===== config.mk =====
export PLATFORM = sky130hd
export DESIGN_NAME = net_msg_queue
export DESIGN_NICKNAME = d
export VERILOG_FILES = /design/src/rtl/net_msg_queue.sv
export SDC_FILE = /design/constraint.sdc
export NUM_CORES = 1
export LEC_CHECK = 0
export ABC_AREA = 1
export ABC_CLOCK_PERIOD_IN_PS = 10300
export BUFFER_PORTS_ARGS = -buffer_cell sky130_fd_sc_hd__buf_2
export CAP_MARGIN = 20
export CELL_PAD_IN_SITES_DETAIL_PLACEMENT = 0
export CELL_PAD_IN_SITES_GLOBAL_PLACEMENT = 1
export CORE_ASPECT_RATIO = 1.2
export CORE_MARGIN = 1.5
export CORE_UTILIZATION = 44
export DETAILED_ROUTE_END_ITERATION = 16
export PLACE_DENSITY_LB_ADDON = 0.1
export SETUP_SLACK_MARGIN = 0.1
export SYNTH_ARGS = -nofsm -noshare
export SYNTH_HDL_FRONTEND = slang
export SYNTH_SLANG_ARGS = --single-unit

===== constraint.sdc =====
create_clock -name CLK -period 10.3 [get_ports CLK]
set_clock_uncertainty 0.05 [all_clocks]
set_input_delay 1.545 -clock CLK [delete_from_list [all_inputs] [get_ports CLK]]
set_output_delay 1.545 -clock CLK [all_outputs]
set_load 0.005 [all_outputs]

===== src/rtl/net_msg_queue.sv =====
// Receive-side message queue: circular FIFO of network procedure-call messages feeding the messenger.
// Compile with MSGQ_DROPCNT_EN defined to add the saturating DROPCNT port and counter.
module net_msg_queue #(
  parameter int DEPTH = 8,
  parameter int AW    = $clog2(DEPTH)
) (
  input  logic          CLK,
  input  logic          RESET,
  input  logic          MSGSTB,
  input  logic [121:0]  MSGDATA,
  output logic          INRDY,
  output logic          NETREQ,
  output logic [121:0]  NETPARAM,
  input  logic          NETMSGRD,
  output logic [AW:0]   COUNT,
  output logic          OVF,
  output logic          UNDF,
  input  logic          FLAGCLR
`ifdef MSGQ_DROPCNT_EN
  ,
  output logic [15:0]   DROPCNT
`endif
);

  localparam logic [AW:0] FULL = (AW+1)'(DEPTH);

  logic [121:0]  mem [DEPTH];
  logic [AW-1:0] wp, rp, rp_next;
  logic [AW:0]   cnt, cnt_next;
  logic          push_acc, pop_acc, drop, under;

  // A pop frees a slot in the same cycle, so a full queue still accepts a push alongside it.
  always_comb begin
    pop_acc  = NETMSGRD && (cnt != '0);
    push_acc = MSGSTB && ((cnt != FULL) || pop_acc);
    drop     = MSGSTB && !push_acc;
    under    = NETMSGRD && (cnt == '0);
    rp_next  = rp + AW'(pop_acc);
    cnt_next = cnt + (AW+1)'(push_acc) - (AW+1)'(pop_acc);
  end

  always_ff @(posedge CLK) begin
    if (push_acc && !RESET) mem[wp] <= MSGDATA;
  end

  always_ff @(posedge CLK) begin
    if (RESET) begin
      wp       <= '0;
      rp       <= '0;
      cnt      <= '0;
      INRDY    <= 1'b1;
      NETREQ   <= 1'b0;
      NETPARAM <= '0;
    end else begin
      wp     <= wp + AW'(push_acc);
      rp     <= rp_next;
      cnt    <= cnt_next;
      INRDY  <= (cnt_next != FULL);
      NETREQ <= (cnt_next != '0);
      // When the new head is the entry being written this cycle, the array is not yet updated.
      if (cnt_next != '0)
        NETPARAM <= (push_acc && (wp == rp_next)) ? MSGDATA : mem[rp_next];
    end
  end

  always_ff @(posedge CLK) begin
    if (RESET || FLAGCLR) begin
      OVF  <= 1'b0;
      UNDF <= 1'b0;
    end else begin
      if (drop)  OVF  <= 1'b1;
      if (under) UNDF <= 1'b1;
    end
  end

`ifdef MSGQ_DROPCNT_EN
  always_ff @(posedge CLK) begin
    if (RESET || FLAGCLR)                   DROPCNT <= '0;
    else if (drop && (DROPCNT != 16'hFFFF)) DROPCNT <= DROPCNT + 16'd1;
  end
`endif

  assign COUNT = cnt;

endmodule


Word-level counts from Yosys, hierarchy flattened --
Memory sizes are Yosys's and may differ from the RTL's. A register that Yosys moved wholly into a read port is not among the register bits. Cells that the tools add are included.
Word-level totals: bits in registers 14, bits in writable memories 976, bits of input ports 127, output and inout port bits 130, logic and storage cells 28, memories 1
Memories:
- mem | words 8, bits a word 122, read ports 1, clocked after memory_dff 1, wr ports 1, RTL line 27 | logic [121:0] mem [DEPTH];
Operators by class: add/subtract/negate cells 4, eq/ne operators 2, multiplexer cells 2, reduce and logical (&&, ||, !) cells 12
Operators by type and width (count):
- 4-bit inequality test, second input constant | 2
- 4-bit nonzero test | 2
- 3-bit by 1-bit adder with 3-bit output | 2
- 1-bit logical AND | 5
- 4-bit by 1-bit adder with 4-bit output | 1
- 4-bit zero test | 1
- 4-bit by 1-bit subtractor with 4-bit output | 1
- 1-bit zero test | 2
- 1-bit logical OR | 2
- 1-bit two-way mux | 2

Depth between registers and ports, before layout --
depth in word-level cells 7, mapped depth 20, mapped depth without buffers 18

Worst setup path after synthesis --
No wires, ideal clock.
path kind input to register, start point input port NETMSGRD, end point memory mem[2][0] (enable), library setup time 754 ps, arrival time 10111 ps, required time 9496 ps, path slack -614 ps, cell stages on the path 4, buffers on the path 0, cells stage by stage nand2_2 -> nand2_1 -> nand3_2 -> nor3_1
On the way: longest elaborated chain between the ends 6
Ends and longest elaborated chain:
- from (decl) | RTL line 14 | input logic NETMSGRD,
- 1-bit logical AND | RTL line 34 | pop_acc = NETMSGRD && (cnt != '0);
- 1-bit logical OR | RTL line 35 | push_acc = MSGSTB && ((cnt != FULL) || pop_acc);
- 1-bit logical AND | RTL line 35
- 1-bit logical AND | RTL line 43 | if (push_acc && !RESET) mem[wp] <= MSGDATA;
- 1-bit two-way mux | RTL line 43
- 1-bit two-way mux (implied by the code) | RTL line 43
- to (decl) | RTL line 27
Every way passes these cells.

Final worst setup path --
start point input port NETMSGRD, end point register NETPARAM[31] (read register of mem)
On the way: elaborated cells between the ends (all ways) 7, those cells by class add/sub: 3; reduce/logical: 4
RTL lines:
- 1-bit logical AND | RTL line 34
- 3-bit by 1-bit adder with 3-bit output | RTL line 38 | rp_next = rp + AW'(pop_acc);
- net rp_next[1] | RTL line 28 | logic [AW-1:0] wp, rp, rp_next;
- to (decl) | RTL line 13 | output logic [121:0] NETPARAM,
The timed path passes the listed nets, and every way through them passes these cells. A chain may end at the register's enable or synchronous reset.

==> flow_metrics.py <==
metrics = {
    "clock_tree": {
        "path_clk_slew_ns": 0.06,
        "cts_tree": "yes",
        "numClockSinks": 1112,
        "insertion_delay_ns": 0.67,
        "ctsRootBufferMaster": "clkbuf_16",
        "htreeDepth": 3,
        "post_cts_buffers": 0,
        "holdBufCountCts": 0,
        "cts_buffer_depth": 3,
        "cts-resized-gates": 0,
        "cts_buffers": 114,
    },
    "placed_design": {
        "pre_cts_slack_ns": 4.48,
        "hpwl_um": 57400,
        "place_inst": 5725,
        "gp_congestion": 0.728,
        "place_area_um2": 47700,
        "io_buffers": 256,
    },
    "pwr": {
        "swShare_pct": 36.3,
        "ir_drop_uv": 363,
        "clockPowerShare_pct": 29.0,
        "p_comb_share_pct": 34.3,
        "power.leakage_nw": 21.2,
        "p_total_mw": 14.8,
        "power.internal_mw": 9.40,
        "pwr-share-seq_pct": 36.6,
        "power.density_nw_per_um2": 286,
        "p_sw_mw": 5.36,
    },
    "sta": {
        "rsz0062_at_grt": "no",
        "final.min_clock_period_ns": 5.06,
        "finalHoldViolations": 0,
        "max_freq_mhz": 198,
        "setup_violations": 0,
        "slew_headroom_pct": 24.2,
        "setup_slack_ns": 5.24,
        "worst_pin_slew_ns": 1.14,
        "whs_ns": 0.396,
        "slew_viol_final": 0,
        "finalSetupTns_ns": 0,
        "finalCritPeriodShare_pct": 49.1,
    },
    "route": {
        "vias_per_cell": 5.03,
        "ant_nets": 0,
        "via_count": 29900,
        "drc": 0,
        "drtPass1Iterations": 5,
        "drtIter0Drc": 1974,
        "wl_um": 119000,
        "routedWlPerCell_um": 20.0,
    },
    "setup_path": {
        "end_kind": "register",
        "startpoint": "NETMSGRD",
        "path_max_fanout": 75,
        "cp.required_ns": 10.80,
        "crit_arrival_ns": 5.56,
        "startpoint_type": "primary input",
        "rr_worst_depth": 18,
        "rr_startpoint": "COUNT[2]",
        "crit_type": "primary input to register",
    },
    "global_route": {
        "grt_antenna_before_repair": 23,
        "grt_pass1_wl_um": 179000,
        "grt_max_degree": 198,
        "gr-total-overflow": 0,
        "grt_usage_pct": 22.6,
        "first_global_vias": 28600,
    },
    "yosys": {
        "seq_area_frac_synth_pct": 70.5,
        "syn-instance-count": 4300,
        "ys_ff_latch": 1112,
        "syn_nets": 4438,
        "synth_enable_flop_cells": 976,
        "synth_top_cell_by_area": "edfxtp_1",
        "yosysTopAreaCellShare_pct": 64.5,
        "synth.area.top_cells": "edfxtp_1 65%, nand2_1 18%, dfxtp_1 6.0%, nand3_1 5.9%, buf_2 1.5%",
        "synthArstFlopShare_pct": 0,
        "synth_warnings": 0,
        "yosysMostFrequentCell": "nand2_1",
        "synthesis.area_um2": 45400,
        "synth-main-ff-cell": "edfxtp_1",
        "syn_area_per_cell_um2": 10.6,
        "ys_types": 30,
        "netlist_top_cells_count": "2,148 x nand2_1, 976 x edfxtp_1, 536 x nand3_1, 146 x inv_1, 138 x buf_2",
    },
    "die": {
        "die_area_um2": 105000,
        "die_y_um": 355,
        "row_count": 128,
        "io_pins": 257,
        "die_w_um": 296,
        "core_area_um2": 102000,
        "initial_core_util_pct": 44.6,
    },
    "hold_path": {
        "worstHoldStart": "NETPARAM[13]",
        "min_path_cells": 2,
        "hold_path_class": "register to register",
    },
    "final_layout": {
        "final_nets": 4614,
        "multi_input_area_um2": 11600,
        "n_fill_cell": 9270,
        "stdcell_count": 5944,
        "area_growth_pct": 13.6,
        "design_area_um2": 51600,
        "area.sequential_um2": 32000,
        "drive_gt1_share_pct": 11.2,
        "postLayoutCoreUtil_pct": 50.7,
    },
    "outcome": {
        "outcome": "complete, no violations",
    },
    "job": {
        "maxCapViolations": 0,
    },
}
worst max-delay path: stages:
cell and delay [ns]:
buf_2 0.11, nand2_2 0.10, inv_1 0.09, ha_4 0.17
ha_4 0.54, inv_6 0.39, nand2_2 0.16, nand2_2 0.06
nand2_1 0.06, nor2_1 0.06, nand3_4 0.37, buf_4 0.90
buf_4 0.65, nand2_1 0.11, nand3_1 0.10, nand2_1 0.07
layer usage:
metal  up-vias  track usage [%]  share of wire (%)  wire length [µm]
met4        26             5.84                2.1              2450
met5         -                0               0.15               178
met3       204             4.46                5.5              6530
met1     14400             30.3                 45             53100
li1      14600                -                  -                 -
met2       651             37.6                 48             56500
power groups by stage:
stage               Sequential [mW]  Combinational (mW)  Clock, mW
CTS                            5.41                5.16       4.37
finish                         5.41                5.07       4.29
detailed placement             5.50                5.14          0
global route                   5.43                5.83       4.53
floorplan                      5.50                3.70          0
global placement               5.50                5.13          0
cell type report:
| class | count | share of cell area (%) |
|---|---|---|
| sequential | 1112 | 62.0 |
| multi-input combinational | 2791 | 22.6 |
| clock buffer | 162 | 6.35 |
| timing repair buffer | 303 | 3.33 |
| tap | 1365 | 3.31 |
| clock inverter | 53 | 1.24 |
| inverter | 154 | 1.15 |
| antenna | 4 | 0.0194 |
placed cells by master, fill, tap and decap left out, types with 2 or more instances in the layout:
cell	count
a21oi_1	4
dfxtp_1	136
nor2_1	12
bufinv_16	15
inv_2	5
ha_1	8
diode_2	4
buf_4	40
inv_1	146
inv_6	4
clkbuf_16	117
nor3_2	8
clkinv_2	25
edfxtp_1	976
o21a_1	54
nand2_2	3
buf_12	7
nand2_1	2147
clkinv_1	9
ha_4	2
clkinvlp_4	2
buf_2	256
nor2_4	2
xnor2_1	3
clkbuf_8	18
nand3_1	536
clkbuf_1	27
registers in the layout, summed over array words and instances (netlist names):
name	flops
COUNT	4
wp	3
mem	976
OVF	1
NETPARAM	122
rp	3
NETREQ	1
UNDF	1
INRDY	1
cell families after synthesis:
logic type               share of synthesized area, %
AO/OA/AOI/OAI                                   0.961
XOR/XNOR                                       0.0771
adder cells (fa/ha/maj)                         0.319
buffers and inverters                            4.09
flip-flops                                       70.5
AND/OR/NAND/NOR                                  24.1
final timing paths:
| path | end | slack, ns |
|---|---|---|
| worst max-delay path | NETPARAM[31] | 5.24 |
| worst min-delay path | NETPARAM[13] | 0.40 |
| worst max register to register | NETPARAM[31] | 5.57 |
| worst min register to register | NETPARAM[13] | 0.40 |
Power figures use the tool's default switching activity.
